--- src/rtl/mul_arbiter_pkg.sv ---
// Shared types and helpers for the round-robin multiplier arbiter.
// State encoding, datapath widths and the cyclic priority picker.
package mul_arbiter_pkg;

  localparam int MUL_W  = 8;
  localparam int PROD_W = 17;
  localparam int MAX_N  = 8;
  localparam int IDX_W  = 3;

  typedef enum logic [1:0] {
    IDLE,
    START,
    BUSY,
    DONE
  } state_t;

  function automatic logic [MAX_N-1:0] onehot(input logic [IDX_W-1:0] idx);
    return MAX_N'(1) << idx;
  endfunction

  // First set bit of req searching cyclically from ptr+1 over n requesters.
  function automatic logic [IDX_W-1:0] rr_pick(input logic [MAX_N-1:0] req,
                                               input logic [IDX_W-1:0] ptr,
                                               input int n);
    logic [IDX_W-1:0] pick;
    logic [IDX_W-1:0] cand;
    logic             found;
    pick  = ptr;
    found = 1'b0;
    for (int i = 1; i <= MAX_N; i++) begin
      if (i <= n) begin
        cand = IDX_W'((int'(ptr) + i) % n);
        if (!found && req[cand]) begin
          pick  = cand;
          found = 1'b1;
        end
      end
    end
    return pick;
  endfunction

endpackage

--- src/rtl/mul_arbiter_mul.sv ---
// 8x8 shift-add sequential multiplier: start loads operands, eight steps
// follow, fin is high once all steps are done and O holds the product.
module mul
  import mul_arbiter_pkg::*;
(
  input  logic              ck,
  input  logic              start,
  input  logic [MUL_W-1:0]  A,
  input  logic [MUL_W-1:0]  B,
  output logic [PROD_W-1:0] O,
  output logic              fin
);

  logic [2*MUL_W-1:0] mcand;
  logic [MUL_W-1:0]   mplier;
  logic [PROD_W-1:0]  acc;
  logic [3:0]         step;

  // NOTE: no reset here on purpose; start fully reloads every register, so
  // nothing is observed before the first start reaches it.
  always_ff @(posedge ck) begin
    if (start) begin
      mcand  <= {{MUL_W{1'b0}}, A};
      mplier <= B;
      acc    <= '0;
      step   <= '0;
    end else if (step != 4'(MUL_W)) begin
      if (mplier[0]) acc <= acc + PROD_W'(mcand);
      mcand  <= mcand << 1;
      mplier <= mplier >> 1;
      step   <= step + 4'd1;
    end
  end

  assign O   = acc;
  assign fin = (step == 4'(MUL_W));

endmodule

--- src/rtl/mul_arbiter.sv ---
// Round-robin arbiter sharing one sequential multiplier among N requesters,
// with operand latching, start/fin sequencing and a fin watchdog.
module mul_arbiter
  import mul_arbiter_pkg::*;
#(
  parameter int N       = 4,
  parameter int TIMEOUT = 15
) (
  input  logic                ck,
  input  logic                rst_n,
  input  logic [N-1:0]        req,
  input  logic [MUL_W*N-1:0]  a_in,
  input  logic [MUL_W*N-1:0]  b_in,
  output logic [N-1:0]        ack,
  output logic [N-1:0]        done,
  output logic [PROD_W-1:0]   result,
  output logic                err,
  output logic                busy
);

  localparam int WD_W = $clog2(TIMEOUT + 1);

  state_t             state, state_nx;
  logic [IDX_W-1:0]   ptr, owner, grant;
  logic [MUL_W-1:0]   a_lat, b_lat;
  logic [WD_W-1:0]    wd;
  logic               timeout;
  logic               mul_start, mul_fin;
  logic [PROD_W-1:0]  mul_o;

  assign grant   = rr_pick(MAX_N'(req), ptr, N);
  assign timeout = (wd == WD_W'(TIMEOUT - 1));

  always_ff @(posedge ck or negedge rst_n) begin
    if (!rst_n) state <= IDLE;
    else        state <= state_nx;
  end

  // NOTE: default first so every path assigns state_nx and no latch forms.
  always_comb begin
    state_nx = state;
    case (state)
      IDLE:    if (|req) state_nx = START;
      START:   state_nx = BUSY;
      BUSY:    if (mul_fin || timeout) state_nx = DONE;
      DONE:    state_nx = IDLE;
      default: state_nx = IDLE;
    endcase
  end

  always_ff @(posedge ck or negedge rst_n) begin
    if (!rst_n) begin
      ptr    <= IDX_W'(N - 1);
      owner  <= '0;
      a_lat  <= '0;
      b_lat  <= '0;
      wd     <= '0;
      result <= '0;
      err    <= 1'b0;
    end else begin
      case (state)
        IDLE: if (|req) begin
          owner <= grant;
          ptr   <= grant;
          a_lat <= a_in[int'(grant)*MUL_W +: MUL_W];
          b_lat <= b_in[int'(grant)*MUL_W +: MUL_W];
        end
        START: wd <= '0;
        BUSY: begin
          wd <= wd + WD_W'(1);
          if (mul_fin) begin
            result <= mul_o;
            err    <= 1'b0;
          end else if (timeout) begin
            result <= '0;
            err    <= 1'b1;
          end
        end
        DONE: begin
          result <= '0;
          err    <= 1'b0;
        end
        default: ;
      endcase
    end
  end

  assign mul_start = (state == START);
  assign ack       = (state == START) ? N'(onehot(owner)) : '0;
  assign done      = (state == DONE)  ? N'(onehot(owner)) : '0;
  assign busy      = (state != IDLE);

  mul u_mul (
    .ck    (ck),
    .start (mul_start),
    .A     (a_lat),
    .B     (b_lat),
    .O     (mul_o),
    .fin   (mul_fin)
  );

endmodule

--- config.mk ---
export PLATFORM = sky130hd
export DESIGN_NAME = mul_arbiter
export DESIGN_NICKNAME = d
export VERILOG_FILES = /design/src/rtl/mul_arbiter_pkg.sv /design/src/rtl/mul_arbiter_mul.sv /design/src/rtl/mul_arbiter.sv
export SDC_FILE = /design/constraint.sdc
export NUM_CORES = 1
export LEC_CHECK = 0
export ABC_CLOCK_PERIOD_IN_PS = 5600
export BUFFER_PORTS_ARGS = -buffer_cell sky130_fd_sc_hd__buf_4
export CAP_MARGIN = 20
export CORE_ASPECT_RATIO = 1.2
export CORE_MARGIN = 3
export CORE_UTILIZATION = 40
export CTS_CLUSTER_SIZE = 10
export DETAILED_ROUTE_END_ITERATION = 8
export GPL_TIMING_DRIVEN = 0
export RECOVER_POWER = 50
export SETUP_SLACK_MARGIN = 0.05
export SYNTH_ARGS = -nofsm -noshare
export SYNTH_HDL_FRONTEND = slang
export SYNTH_SLANG_ARGS = --single-unit
--- constraint.sdc ---
create_clock -name ck -period 5.6 [get_ports ck]
set_input_delay 0.56 -clock ck [delete_from_list [all_inputs] [get_ports ck]]
set_output_delay 0.56 -clock ck [all_outputs]
set_load 0.005 [all_outputs]
==> run_results.csv <==
group,metric,value,unit
outcome,status,"complete, but fails checks",
outcome,violations,"capacitance limit, slew limit",
clocking,clockBufferDepth,2,
setup_path,crit_arrival,2.06,ns
routing,vias,4553,
pwr,ir_drop,0.206,mV
setup_path,r2r.worst_path.cells,7,
routing,first_pass_iters,7,
yosys,async_reset_ff_frac,0.500,
setup_path,cpMaxStageDelayCell,"clkbuf_1",
yosys,synthCells,564,
layout,area_delta_synth_final,23.4,%
die,start_util,0.417,
sta,worst_pin_slew,2.34,ns
routing,drt_iter0_drc,251,
die,dieHeight,130,um
global_route,antenna_found_initial,0,
placement,dp_slack,3.13,ns
die,die_x,109,um
routing,antenna_left,0,
setup_path,crit_fanout,10,
die,num_io_pins,97,
sta,slew_violations,46,
sta,setup_slack,2.98,ns
sta,max_slew_margin,-0.561,
global_route,grt_use_total,0.199,
sta,layout_min_cycle_time,2.62,ns
placement,dpl.hpwl,10500,um
routing,drc,0,
setup_path,cp-start-kind,"register",
clocking,worstSkewPairLatency,0.34,ns
clocking,cts_buffers,9,
clocking,cts.sinks,90,
min_path,hold_path.class,"reg -> reg",
yosys,synth_nets,659,
sta,rsz0062_at_grt,"no",
layout,final_layout_size_suffix_gt1_frac,0.213,
yosys,synth.area.top_cells,"dfrtp_1 (21%), dfxtp_1 (11%), edfxtp_1 (9.3%)",
yosys,synth_top_area_frac,0.209,
clocking,cts_tree,"yes",
pwr,p_leak,0.00278,uW
min_path,hold_path_depth,2,
sta,hold_viol,0,
layout,n_antenna_cell,0,
clocking,cts-root-buf,"clkbuf_16",
die,placeableCoreArea,12300,um2
sta,fin_setup_tns,0,ns
global_route,grt.overflow.total,0,
sta,fin_worst_skew,0.00724,ns
routing,routed_wl,13400,um
yosys,ys_seq_area_frac,0.426,
yosys,avgSynthCellArea,9.11,um2
global_route,grt_max_degree,46,
setup_path,required,5.04,ns
die,num_rows,44,
layout,finalInstanceArea,6340,um2
clocking,cts_hold_buffers,0,
placement,placed_area,6060,um2
pwr,total_power,3420,uW
yosys,netlist_area,5140,um2
die,dieArea,14300,um2
yosys,yosysWarnings,0,
setup_path,cp_num_buf_inv,3,
placement,routabilityCongestion,0.930,
setup_path,end_kind,"output port",
layout,layout.cells.most_common_list,"nand2_1 (100), buf_4 (73), dfrtp_1 (43)",
global_route,grt_pass1_vias,4571,
clocking,cts_htree_levels,3,
setup_path,path_delay_family,"buffers and inverters",
clocking,cts_setup_buffers,0,
pwr,power_density,539,nW/um2
sta,fmax,382,MHz
layout,final_nets,766,
sta,post-route-period-util,0.467,
setup_path,worstSetupPathDepth,6,
clocking,ctsResizeCount,0,
layout,final_common_cell,"nand2_1",
placement,portBuffers,96,
job,drv_cap,1,
setup_path,critPathMaxStageDelay,0.50,ns
yosys,synth-edff-count,16,
layout,post-route-util,0.514,
routing,routed_via_density,5.44,
routing,post_drt_wl_per_cell,16.0,um
yosys,synth_top_area_cell,"dfrtp_1",
global_route,grt_pass1_wl,22300,um
sta,finalSetupViolations,0,
yosys,synth.distinct_cells,57,
setup_path,cp_cell_sequence,"inv_1, ha_1, clkbuf_1, nand2b_1, nor3_1, buf_4",
setup_path,critPathKind,"reg -> out",
yosys,ys_ff_latch,90,
yosys,ys.flop_type,"dfrtp_1",
clocking,clk_pin_slew_worst_paths,0.07,ns
==> path summary, 6_finish.rpt <==
check	startpoint	to	slack, ns
min	u_mul.mcand[15]	u_mul.mcand[15]	0.47
max in group asynchronous	rst_n	b_lat[5]	3.34
min in group asynchronous	rst_n	result[13]	0.92
min reg2reg	u_mul.mcand[15]	u_mul.mcand[15]	0.47
max reg2reg	u_mul.mcand[0]	u_mul.O[14]	3.10
max	state[1]	ack[0]	2.98
==> power by group <==
group / leakage, uW / switching (uW) / internal [uW]
Clock: 0.000154 / 270 / 354
Combinational: 0.00163 / 977 / 686
Sequential: 0.00100 / 194 / 936
Total: 0.00278 / 1440 / 1980
==> cell families (layout without fill, tap and decap cells) <==
kind of cell / count (synthesis) / after routing / share of synthesized area
AND/OR/NAND/NOR: 213 / 213 / 0.199
AO/OA/AOI/OAI: 159 / 159 / 0.215
flip-flops: 90 / 90 / 0.426
buffers and inverters: 50 / 162 / 0.0438
adder cells (fa/ha/maj): 25 / 25 / 0.0623
multiplexers: 17 / 17 / 0.0370
XOR/XNOR: 10 / 10 / 0.0170
==> sequential cells by signal, summed over array words and instances (netlist names) <==
signal / cells
err: 1
u_mul.mplier: 8
u_mul.O: 17
result: 17
a_lat: 8
state: 2
ptr: 3
u_mul.mcand: 16
owner: 2
u_mul.step: 4
wd: 4
b_lat: 8
==> layer usage <==
layer	track usage	routed length (um)	vias to the layer above	share of wire
li1	-	-	2284	-
met1	0.239	5620	2081	0.42
met2	0.345	6550	166	0.49
met3	0.0341	767	22	0.057
met4	0.0902	416	0	0.031
met5	0	0	-	0
==> tightest hold or removal path, cell delays in order, from the launching register on <==
cell     delay [ns]
dfxtp_1        0.32
nand2_1        0.06
a21oi_1        0.05
==> synthesized netlist by cell type (all sizes together) (5+ instances only) <==
master  count
o211ai      8
inv        13
mux2       16
buf        10
edfxtp     16
dfrtp      43
o21ai      38
nor3        9
ha         24
nand4       5
nor2       20
a21o        5
a21oi      31
nand2     100
a211oi     35
nand3      15
xnor2       6
nand2b      7
a31oi       5
o31ai      17
clkbuf     27
dfxtp      29
and3       35
==> metrics by stage <==
stage                     std cells  hold WS (ns)
after floorplan                 564         0.264
after global placement          821         0.451
after detailed placement        821         0.461
after CTS                       837         0.218
after global routing            837         0.489
final                           837         0.470
==> layout make-up <==
class,count,area [um2]
fillers,1188,5990
multi-input cells,424,2720
flip-flops and latches,90,2190
repair buffers,96,706
clock buffers,9,225
well taps,161,201
plain buffers,37,174
clock inverters,7,82.6
inverters,13,48.8
Note: power is estimated with default switching activity, not from simulation.
